<file path="src/rtl/keypad_pkg.sv">
// Shared definitions for the keypad scanner and the downstream key-code mapping stage.
package keypad_pkg;

  localparam int KEY_W = 4;

  typedef enum logic [1:0] {
    IDLE,
    CONFIRM,
    HELD,
    RELEASE
  } db_state_e;

  // Key code layout: {row_idx, col_idx}; row 3 is the top row, col 3 the leftmost column.
  function automatic logic [KEY_W-1:0] pack_code(input logic [1:0] row_idx,
                                                 input logic [1:0] col_idx);
    return {row_idx, col_idx};
  endfunction

endpackage

</file>
<file path="src/rtl/keypad_debouncer.sv">
// Scan-level debounce FSM: confirms a single key over DEBOUNCE_SCANS matching scans,
// then waits for DEBOUNCE_SCANS empty scans before accepting another press.
module keypad_debouncer
  import keypad_pkg::*;
#(
  parameter int DEBOUNCE_SCANS = 4
) (
  input  logic             clk,
  input  logic             reset,
  input  logic             scan_done,
  input  logic             scan_single,
  input  logic [KEY_W-1:0] scan_code,
  output logic [KEY_W-1:0] key_code,
  output logic             key_valid,
  output logic             key_held
);

  localparam int CNT_W = $clog2(DEBOUNCE_SCANS + 1);

  db_state_e        state_q, state_d;
  logic [KEY_W-1:0] cand_q, cand_d;
  logic [CNT_W-1:0] cnt_q, cnt_d;
  logic [KEY_W-1:0] key_code_q, key_code_d;
  logic             key_valid_q, key_valid_d;
  logic             key_held_q, key_held_d;
  logic [CNT_W-1:0] cnt_inc;
  logic             cnt_full;

  assign cnt_inc  = cnt_q + CNT_W'(1);
  assign cnt_full = (cnt_inc == CNT_W'(DEBOUNCE_SCANS));

  // Next-state and output logic; the FSM only moves on a completed scan.
  always_comb begin
    state_d     = state_q;
    cand_d      = cand_q;
    cnt_d       = cnt_q;
    key_code_d  = key_code_q;
    key_valid_d = 1'b0;
    key_held_d  = key_held_q;
    if (scan_done) begin
      case (state_q)
        IDLE: begin
          if (scan_single) begin
            state_d = CONFIRM;
            cand_d  = scan_code;
            cnt_d   = CNT_W'(1);
          end
        end
        CONFIRM: begin
          if (!scan_single) begin
            state_d = IDLE;
            cnt_d   = '0;
          end else if (scan_code == cand_q) begin
            cnt_d = cnt_inc;
            if (cnt_full) begin
              key_code_d  = cand_q;
              key_valid_d = 1'b1;
              key_held_d  = 1'b1;
              state_d     = HELD;
            end
          end else begin
            cand_d = scan_code;
            cnt_d  = CNT_W'(1);
          end
        end
        HELD: begin
          if (!scan_single) begin
            state_d = RELEASE;
            cnt_d   = CNT_W'(1);
          end
        end
        RELEASE: begin
          if (scan_single) begin
            state_d = HELD;
          end else begin
            cnt_d = cnt_inc;
            if (cnt_full) begin
              key_held_d = 1'b0;
              state_d    = IDLE;
              cnt_d      = '0;
            end
          end
        end
        default: state_d = IDLE;
      endcase
    end
  end

  // State and output registers.
  always_ff @(posedge clk) begin
    if (reset) begin
      state_q     <= IDLE;
      cand_q      <= '0;
      cnt_q       <= '0;
      key_code_q  <= '0;
      key_valid_q <= 1'b0;
      key_held_q  <= 1'b0;
    end else begin
      state_q     <= state_d;
      cand_q      <= cand_d;
      cnt_q       <= cnt_d;
      key_code_q  <= key_code_d;
      key_valid_q <= key_valid_d;
      key_held_q  <= key_held_d;
    end
  end

  assign key_code  = key_code_q;
  assign key_valid = key_valid_q;
  assign key_held  = key_held_q;

endmodule

</file>
<file path="src/rtl/keypad_scanner.sv">
// 4x4 keypad scanner: drives columns one at a time, synchronizes and samples rows,
// accumulates a per-scan hit count and hands the scan result to the debouncer.
module keypad_scanner
  import keypad_pkg::*;
#(
  parameter int SCAN_DIV       = 100000,
  parameter int DEBOUNCE_SCANS = 4
) (
  input  logic             clk,
  input  logic             reset,
  input  logic [3:0]       row,
  output logic [3:0]       col,
  output logic [KEY_W-1:0] key_code,
  output logic             key_valid,
  output logic             key_held
);

  localparam int DIV_W = $clog2(SCAN_DIV);

  logic [DIV_W-1:0] div_q, div_d;
  logic [1:0]       col_idx_q, col_idx_d;
  logic [3:0]       row_s1_q, row_s1_d;
  logic [3:0]       row_s2_q, row_s2_d;
  logic [1:0]       hit_cnt_q, hit_cnt_d;
  logic [KEY_W-1:0] hit_code_q, hit_code_d;

  logic             last_cycle;
  logic [2:0]       col_hits;
  logic [1:0]       col_row;
  logic [2:0]       merged_cnt;
  logic [1:0]       merged_sat;
  logic [KEY_W-1:0] merged_code;
  logic             scan_done;
  logic             scan_single;
  logic [KEY_W-1:0] scan_code;

  assign last_cycle = (div_q == DIV_W'(SCAN_DIV - 1));
  assign col        = ~(4'b0001 << col_idx_q);

  // Column timing, row synchronizer and the per-scan hit accumulator.
  // The hit count saturates at 2, which is all that ghost rejection needs to know.
  always_comb begin
    div_d       = div_q + DIV_W'(1);
    col_idx_d   = col_idx_q;
    row_s1_d    = row;
    row_s2_d    = row_s1_q;
    hit_cnt_d   = hit_cnt_q;
    hit_code_d  = hit_code_q;
    scan_done   = 1'b0;
    scan_single = 1'b0;
    scan_code   = hit_code_q;
    col_hits    = '0;
    col_row     = '0;
    for (int unsigned i = 0; i < 4; i++) begin
      if (!row_s2_q[i]) begin
        col_hits = col_hits + 3'd1;
        col_row  = i[1:0];
      end
    end
    merged_cnt  = {1'b0, hit_cnt_q} + col_hits;
    merged_sat  = (merged_cnt >= 3'd2) ? 2'd2 : merged_cnt[1:0];
    merged_code = (col_hits == 3'd1) ? pack_code(col_row, col_idx_q) : hit_code_q;
    if (last_cycle) begin
      div_d      = '0;
      col_idx_d  = col_idx_q + 2'd1;
      hit_cnt_d  = merged_sat;
      hit_code_d = merged_code;
      if (col_idx_q == 2'd3) begin
        scan_done   = 1'b1;
        scan_single = (merged_sat == 2'd1);
        scan_code   = merged_code;
        hit_cnt_d   = '0;
        hit_code_d  = '0;
      end
    end
  end

  // Scan-side registers.
  always_ff @(posedge clk) begin
    if (reset) begin
      div_q      <= '0;
      col_idx_q  <= '0;
      row_s1_q   <= '1;
      row_s2_q   <= '1;
      hit_cnt_q  <= '0;
      hit_code_q <= '0;
    end else begin
      div_q      <= div_d;
      col_idx_q  <= col_idx_d;
      row_s1_q   <= row_s1_d;
      row_s2_q   <= row_s2_d;
      hit_cnt_q  <= hit_cnt_d;
      hit_code_q <= hit_code_d;
    end
  end

  keypad_debouncer #(
    .DEBOUNCE_SCANS(DEBOUNCE_SCANS)
  ) u_debouncer (
    .clk        (clk),
    .reset      (reset),
    .scan_done  (scan_done),
    .scan_single(scan_single),
    .scan_code  (scan_code),
    .key_code   (key_code),
    .key_valid  (key_valid),
    .key_held   (key_held)
  );

endmodule

</file>
<file path="config.mk">
export PLATFORM = sky130hd
export DESIGN_NAME = keypad_scanner
export DESIGN_NICKNAME = d
export VERILOG_FILES = /design/src/rtl/keypad_pkg.sv /design/src/rtl/keypad_debouncer.sv /design/src/rtl/keypad_scanner.sv
export SDC_FILE = /design/constraint.sdc
export NUM_CORES = 1
export LEC_CHECK = 0
export ABC_AREA = 1
export CORE_ASPECT_RATIO = 1.4
export CORE_MARGIN = 5
export CORE_UTILIZATION = 32
export CTS_CLUSTER_DIAMETER = 150
export DETAILED_ROUTE_END_ITERATION = 7
export MAX_ROUTING_LAYER = met4
export PLACE_DENSITY_LB_ADDON = 0.12
export SYNTH_ARGS = -nofsm -noshare
export SYNTH_HDL_FRONTEND = slang
export SYNTH_HIERARCHICAL = 1
export SYNTH_SLANG_ARGS = --single-unit
</file>
<file path="constraint.sdc">
create_clock -name clk -period 8.2 [get_ports clk]
set_clock_uncertainty 0.15 [all_clocks]
set_input_delay 0.82 -clock clk [delete_from_list [all_inputs] [get_ports clk]]
set_output_delay 0.82 -clock clk [all_outputs]
set_load 0.01 [all_outputs]
</file>
Word level (Yosys, flattened, before mapping):

Index checks and enable logic that the tools add are counted.

* register bits after elaboration: 48
* input port bits: 6
* output and inout port bits: 10
* logic and storage cells: 99

* $add $sub $neg: 7
* order comparisons: 1
* equality and inequality tests: 20
* shifts and indexed selects: 1
* mux-type cells: 43
* bitwise logic cells: 5
* reductions and logical operators: 10

Operators with widths (number)
* $mux 4: 7
* $mux 3: 9
* $mux 2: 11
* $add 17x1->17 const B: 1
* $eq 17x17->1 const B: 1
* $add 3x1->3 const B: 4
* $mux 1: 12
* $pmux 3 s4: 1
* $ne 2x1->1 const B: 5
* $reduce_and 5->1: 2
* $pmux 2 s4: 1
* $pmux 4 s2: 1
* $reduce_and 7->1: 1
* $eq 2x2->1 const B: 3
* $ne 2x2->1 const B: 3
* $ne 3x3->1 const B: 2
* $reduce_and 6->1: 1
* $reduce_or 5->1: 1
* $eq 2x1->1 const B: 2
* $eq 4x4->1: 1
* $not 1->1: 4
* $not 4->4: 1
* $reduce_and 4->1: 1
* $reduce_bool 2->1: 2
* 10 further kinds: 10

Depth between registers and ports, before layout:

Gate-level depths: netlist of the first run.

* depth after elaboration: 15
* depth in mapped cells: 25
* gate-level depth less buffers: 25

By module:

The synthesis of the first run kept the hierarchy.

Modules (own cells, without submodules)
* keypad_scanner: times used 1, cells an instance 250, area each 1810.5 µm², seq. area each 660.6 µm²
* keypad_debouncer: times used 1, cells an instance 140, area each 849.6 µm², seq. area each 300.3 µm²

Worst setup path after synthesis of the first run:

OpenSTA, ideal clock, no wires.

* path type: register -> register
* from: register row_s2_q[1]
* to: register u_debouncer.cnt_q[0]
* library setup time: 116 ps
* data arrival time: 2781 ps
* required time: 7934 ps
* slack: 5154 ps
* cell stages (with the launch flop): 20
* path buffers: 0
* clock period less this slack: 3046 ps
* path through: dfxtp_1 -> inv_1 -> ha_1 -> inv_1 -> nand2_1 -> nand2_1 -> ha_1 -> mux2i_4 -> fa_1 -> nand2_1 -> nor2_1 -> nand2_1 -> nor2_2 -> nor2_1 -> o21ai_1 -> nand2_1 -> nor2_2 -> nand2_1 -> nand2_1 -> a21oi_1

* word-level cells in the longest chain between the ends: 13
* elaborated cells between the ends (all ways): 26
* classes of those cells: add/sub (3); order compare (1); eq/ne (6); mux (15); reduce/logical (1)

RTL lines
* start: declaration: RTL line keypad_scanner.sv:23 `logic [3:0] row_s2_q, row_s2_d;`
* start signal: assignment: RTL line keypad_scanner.sv:91 `row_s2_q <= row_s2_d;`
* $mux 3 *: RTL line keypad_scanner.sv:55 `if (!row_s2_q[i]) begin`
* $add 3x1->3: RTL line keypad_scanner.sv:56 `col_hits = col_hits + 3'd1;`
* $mux 3 *: RTL line keypad_scanner.sv:55
* $add 3x1->3: RTL line keypad_scanner.sv:56
* $mux 3 *: RTL line keypad_scanner.sv:55
* $add 2x3->3 *: RTL line keypad_scanner.sv:60 `merged_cnt = {1'b0, hit_cnt_q} + col_hits;`
* $ge 3x2->1: RTL line keypad_scanner.sv:61 `merged_sat = (merged_cnt >= 3'd2) ? 2'd2 : merged_cnt[1:0];`
* $mux 2 *: RTL line keypad_scanner.sv:61
* $eq 2x1->1 *: RTL line keypad_scanner.sv:70 `scan_single = (merged_sat == 2'd1);`
* $mux 1 *: RTL line keypad_scanner.sv:68 `if (col_idx_q == 2'd3) begin`
* $mux 1 *: RTL line keypad_scanner.sv:63 `if (last_cycle) begin`
* named net scan_single: RTL line keypad_scanner.sv:34 `logic scan_single;`
* $mux 3, or another cell as far along: RTL line keypad_debouncer.sv:50 `if (!scan_single) begin`
* $pmux 3 s4 / $reduce_and 4->1 (equally long branches)
* end signal: assignment: RTL line keypad_debouncer.sv:101 `cnt_q <= cnt_d;`
* end: declaration: RTL line keypad_debouncer.sv:22 `logic [CNT_W-1:0] cnt_q, cnt_d;`

The timed path passes the listed nets; every way through them passes the cells marked *.
A chain may end at the register's enable or synchronous reset.

Worst setup path in the final report of the first run:

Same ends and word-level chain as after synthesis.

==> results of run 1 <==
-- worst max-delay path by stage --
stage | from | depth (start not counted) | endpoint
finish | row_s2_q[1]$_SDFF_PP1_ | 19 | u_debouncer/cnt_q[0]$_SDFFE_PP0P_
floorplan | row_s2_q[1]$_SDFF_PP1_ | 19 | u_debouncer/cnt_q[0]$_SDFFE_PP0P_
detailed placement | row_s2_q[1]$_SDFF_PP1_ | 19 | u_debouncer/cnt_q[0]$_SDFFE_PP0P_
CTS | row_s2_q[1]$_SDFF_PP1_ | 19 | u_debouncer/cnt_q[0]$_SDFFE_PP0P_
global route | row_s2_q[1]$_SDFF_PP1_ | 20 | u_debouncer/cnt_q[0]$_SDFFE_PP0P_
global placement | row_s2_q[1]$_SDFF_PP1_ | 19 | u_debouncer/cnt_q[0]$_SDFFE_PP0P_
-- kinds of logic after synthesis --
| group | count (synthesis) | synth area share (%) |
|---|---|---|
| AOI/OAI and AO/OA | 39 | 7.808 |
| xor gates and xnor gates | 3 | 0.9880 |
| adders and majority gates | 12 | 5.927 |
| buffers and inverters | 63 | 9.502 |
| DFF | 48 | 36.12 |
| muxes | 1 | 0.8466 |
| and+or+nand+nor | 224 | 38.81 |
-- layout by cell type (no fill, tap or decap), drive strengths merged --
cell	n
a21boi	1
ha	11
a21oi	16
nor3	3
xnor2	1
fa	1
o21bai	1
o21ai	21
or2	9
xor2	2
nand3	31
dfxtp	48
mux2i	1
nor2	73
inv	59
nand2	104
clkinv	1
nand4	4
clkdlybuf4s50	15
buf	1
clkbuf	6
-- power breakdown --
group	switching, mW	internal, mW	total (mW)
Combinational	0.0160	0.0104	0.0264
Clock	0.0830	0.111	0.194
Sequential	0.00213	0.236	0.238
Total	0.101	0.358	0.459
-- layer usage --
layer	up-vias	part of all wire, %
li1	1239	-
met1	1012	42
met2	18	55
met3	10	1.9
met4	0	1.9
met5	-	0
-- critical path, cell delays in order (launching register included) --
cell and delay [ns]:
dfxtp_1 0.33, inv_1 0.06, ha_1 0.34, inv_1 0.07
nand2_1 0.08, nand2_1 0.05, ha_1 0.31, mux2i_4 0.10
fa_1 0.51, nand2_1 0.06, nor2_1 0.13, nand2_1 0.08
nor2_2 0.17, nor2_1 0.09, o21ai_1 0.13, nand2_1 0.12
nor2_2 0.22, nand2_1 0.08, nand2_1 0.06, a21oi_1 0.06
-- state kept, by name (all words and copies together) (netlist names), named ones only --
register,cells
col_idx_q,2
div_q,17
hit_cnt_q,2
hit_code_q,4
row_s1_q,4
row_s2_q,4
u_debouncer/cand_q,4
u_debouncer/cnt_q,3
u_debouncer/key_code,4
u_debouncer/key_held,1
u_debouncer/key_valid,1
u_debouncer/state_q,1
-- stage by stage --
stage | cells | hold WS (ns) | setup slack (ns)
final | 511 | 0.2560 | 4.885
after global routing | 511 | 0.2820 | 4.515
after floorplan | 390 | 0.2395 | 5.154
after global placement | 504 | 0.2409 | 4.963
after CTS | 511 | 0.2580 | 4.866
after detailed placement | 504 | 0.2428 | 4.877
-- area by class of cell --
cell class              count  area [um^2]  area share, %
multi-input cells         279         1446          47.42
flip-flops and latches     48        960.9          31.50
inverters                  59        224.0          7.342
repair buffers             16        157.7          5.168
clock buffers               6        128.9          4.225
well taps                 102        127.6          4.184
clock inverters             1        5.005         0.1641
==> metrics, run 1 <==
worst min-delay path class register to register; DP Area 0.002917 mm^2; YS warnings 6; dpl hpwl 4.212 mm; clk buf depth 2; ratio of cells with drive above 1 in the final layout 11.74%; post-route core utilization 37.43%; Power Density 150.4 mW/mm^2; Startpoint Class register; Critical Path Fanout Max 6; Worst Hold Path Cells 1; Worst setup EP type register; # port buffers 15; ys async rst share 0%; drt pass-1 iters 8; Post-synth EDFFs 0; Final Power 0.4587 mW; Endpoint, Worst Hold row_s2_q[1]$_SDFF_PP1_; share of the yosys chip area belonging to registers 36.12%; FF+latch count, synth 48; GP Congestion 0.8266; via/cell ratio 4.460; syn_nets 408; routing usage on met3 2.101%; R2R Setup Slk 4.88 ns; Initial Util 32.64%; CTS clk-pin slew, worst paths 0.06 ns; Fmax 0.3016 GHz; met2 Use GR 21.25%; DR vias 2279; filler instances 872; CTS tree yes; Antenna Violating Nets Remaining 0; first-pass GRT wire length 9.384 mm; Synth area leaders dfxtp_1 (36%), nand2_1 (14%), nor2_1 (8.6%), inv_1 (7.2%), ha_1 (5.2%); GRT overflow 0; RSZ-0062 raised after global routing no; CTS Buf Count 5; Slew HR 74.94%; HP Start row_s1_q[1]$_SDFF_PP1_; H-tree depth 2; P_leak 1.322 nW; Post-CTS Setup Inserts 0; Root Buffer clkbuf_16; status finished, final reports clean; Finished Cell Area 0.003050 mm^2; Post-synth top flop dfxtp_1; DR DRC count 0; met1 Use GR 11.54%; vias in the first global route 2189; ANT cells 0; largest net degree at the start of global routing 16; global route hottest layer met2; most frequent cells after synthesis nand2_1 (100), nor2_1 (61), inv_1 (51), dfxtp_1 (48), nand3_1 (27); Distinct cells, synth 33; Peak supply drop 0.00006789 V; Slew Viols, Final 0; Ports 16; Worst Tran Pin Value 0.3756 ns; Die W 87.06 um; Die Y 117.9 um; clock latency on the worst-skew pair 0.28 ns; Post-Synthesis Cells 390; area delta synth->final 14.68%; post-CTS sizing 0; setup_tns 0 ns; # setup viols final 0; WP data required 8.22 ns; Crit Path Class register to register; total of max-cap violations 0; area share of the largest cell type after synthesis 36.12%; die area 0.01026 mm^2; Final Critical Period 3.315 ns; most frequent cell after synthesis nand2_1; Routed WL 5.391 mm; final hold violation count 0; RR Startpoint row_s2_q[1]$_SDFF_PP1_; mean routed wirelength per cell 10.55 um; cell taking the most area after synthesis dfxtp_1; NumNets Final 427; drt initial violations 122; Mapped Area 0.002660 mm^2; reg2reg end u_debouncer/cnt_q[0]$_SDFFE_PP0P_; worst reg-to-reg path cell count 19; area of the core 0.008149 mm^2; gr usage total 11.42%; Period Utilization, post-route 40.43%; FP Rows 39; initial antenna violation count 0; total clock sinks 48; hold buffer count at CTS 0; Critical Path AT 3.34 ns; Avg Cell Area, Syn 6.821 um^2
No activity file was read; power rests on OpenSTA's default activity.
==> run 2: changes to the inputs <==
==> constraint.sdc (replaced) <==
create_clock -name clk -period 2.98 [get_ports clk]
set_clock_uncertainty 0.15 [all_clocks]
set_input_delay 0.298 -clock clk [delete_from_list [all_inputs] [get_ports clk]]
set_output_delay 0.298 -clock clk [all_outputs]
set_load 0.01 [all_outputs]
==> metrics, run 2 (synthesized netlist as in run 1, its figures left out) <==
Peak supply drop 0.0002554 V; Ports 16; CTS tree yes; drt pass-1 iters 4; worst min-delay path class register to register; reg2reg end u_debouncer/cnt_q[2]$_SDFFE_PP0P_; dpl hpwl 4.319 mm; Antenna Violating Nets Remaining 0; routing usage on met3 2.171%; P_int 1.014 mW; GRT overflow 0; Period Utilization, post-route 102.5%; hold buffer count at CTS 0; via/cell ratio 4.475; CP peak stage delay 0.53 ns; mean routed wirelength per cell 10.50 um; R2R Setup Slk -0.08 ns; final setup margin -0.07522 ns; DR vias 2372; ANT cells 0; Routed WL 5.563 mm; area delta synth->final 25.73%; RR Startpoint row_s2_q[1]$_SDFF_PP1_; met1 Use GR 12.13%; hold_ws 0.2581 ns; Worst Tran Pin Value 0.4328 ns; Initial Util 32.64%; crit path to u_debouncer/cnt_q[2]$_SDFFE_PP0P_; Final Critical Period 3.055 ns; gr usage total 12.19%; Clock power frac 42.5%; Root Buffer clkbuf_16; area of the core 0.008149 mm^2; most frequent cells in the layout nand2_1 (89), nor2_1 (51), inv_1 (47), dfxtp_1 (46), nand3_1 (23); CTS clk-pin slew, worst paths 0.06 ns; drt initial violations 80; Critical Path Fanout Max 6; Multi-input gate area 0.001585 mm^2; ratio of cells with drive above 1 in the final layout 24.07%; met2 Use GR 23.10%; # port buffers 15; Slew Viols, Final 0; clock latency on the worst-skew pair 0.29 ns; global route hottest layer met2; Die W 87.06 um; most used cell, CP nand2_2; P_leak 1.422 nW; status finished, violations left; final hold violation count 0; die area 0.01026 mm^2; max reg flops 17; Seq pwr share 49.6%; CTS Buf Count 5; crit-path cells inv_2 > ha_4 > inv_2 > nand2_2 > nand2_2 > ha_4 > mux2i_4 > fa_2 > nand2_2 > nor2_4 > nand2_2 > nor2_4 > nor2_2 > o21ai_2 > nand2_2 > nor2_4 > o21ai_0 > a21oi_1; Die Y 117.9 um; setup_tns -0.2580 ns; Critical Path AT 3.13 ns; RSZ-0062 raised after global routing yes; filler instances 832; Fmax 0.3273 GHz; register area 963.4 um^2; worst reg-to-reg path cell count 18; total clock sinks 48; vias in the first global route 2373; # setup viols final 5; Startpoint Class register; Comb power frac 7.9%; Worst setup EP type register; FP Rows 39; Crit Path Class register to register; first-pass GRT wire length 10.05 mm; Setup Slack @ Placement -0.1591 ns; Post-Layout Cell Count 530; WP data required 3.05 ns; total of max-cap violations 0; GP Congestion 0.7885; Cells after DPL 519; CP max stage cell fa_2; initial antenna violation count 0; Power Density 394.4 mW/mm^2; clk buf depth 2; Net Sw Power 0.3056 mW; DR DRC count 0; most flop-heavy register div_q; Sw Share 23.17%; failing checks negative setup slack; largest net degree at the start of global routing 16; Slew HR 71.12%; most common cell after layout, fill and taps aside nand2_1; Worst setup startpoint row_s2_q[1]$_SDFF_PP1_; NumNets Final 445; H-tree depth 2
[run 2: changes by cell type in the layout (fill, tap and decap cells not counted), sizes merged]
cell and change:
buf +18, clkbuf +1
[run 2: critical path: cells and delay by family, from the launching register on]
kind | cells | cell delay [ns]
compound gates | 3 | 0.35
fa+ha+maj | 3 | 1.07
buf+inv | 2 | 0.09
flops | 1 | 0.33
mux | 1 | 0.06
simple gates | 9 | 0.93
[run 2: through the flow]
| stage | utilization, % | power (mW) | cell area [um^2] |
|---|---|---|---|
| finish | 41.04 | 1.319 | 3344 |
| global route | 41.04 | 1.386 | 3344 |
| CTS | 39.80 | 1.338 | 3243 |
| detailed placement | 37.60 | 0.7647 | 3064 |
| global placement | 37.60 | 0.7637 | 3064 |
| floorplan | - | 0.7273 | 2695 |
[run 2: power groups by stage]
stage	registers (mW)	clock network, mW	logic [mW]
after floorplan	0.669	0	0.0588
after global placement	0.669	0	0.0943
after detailed placement	0.670	0	0.0951
after CTS	0.655	0.585	0.0985
after global routing	0.656	0.613	0.118
final	0.655	0.560	0.104
[run 2: layout make-up]
cell class | instances | share of cell area (%)
Multi-Input combinational cell | 279 | 47.40
Timing Repair Buffer | 34 | 8.979
Tap cell | 102 | 3.816
Clock buffer | 7 | 3.966
Clock inverter | 1 | 0.2619
Inverter | 59 | 6.771
Sequential cell | 48 | 28.81
[run 2: timing repair]
item | CTS | global route
setup endpoints to repair | 14 | 15
pin swaps | 5 | 11
setup buffers | 1 | 2
resized for setup | 9 | 34
[run 2: worst min-delay path by stage]
stage,startpoint,end,slack [ns],depth (start not counted)
after floorplan,reset,u_debouncer/cnt_q[0]$_SDFFE_PP0P_,0.22,1
after global placement,row_s1_q[1]$_SDFF_PP1_,row_s2_q[1]$_SDFF_PP1_,0.24,1
after detailed placement,row_s1_q[3]$_SDFF_PP1_,row_s2_q[3]$_SDFF_PP1_,0.24,1
after CTS,row_s1_q[3]$_SDFF_PP1_,row_s2_q[3]$_SDFF_PP1_,0.26,1
after global routing,row_s1_q[3]$_SDFF_PP1_,row_s2_q[3]$_SDFF_PP1_,0.28,1
final,row_s1_q[2]$_SDFF_PP1_,row_s2_q[2]$_SDFF_PP1_,0.26,1
[run 2: metal layers]
| metal | share of wire, % | wire [um] |
|---|---|---|
| met4 | 1.9 | 103 |
| met5 | 0 | 0 |
| met3 | 2.2 | 123 |
| met1 | 39 | 2183 |
| met2 | 57 | 3153 |
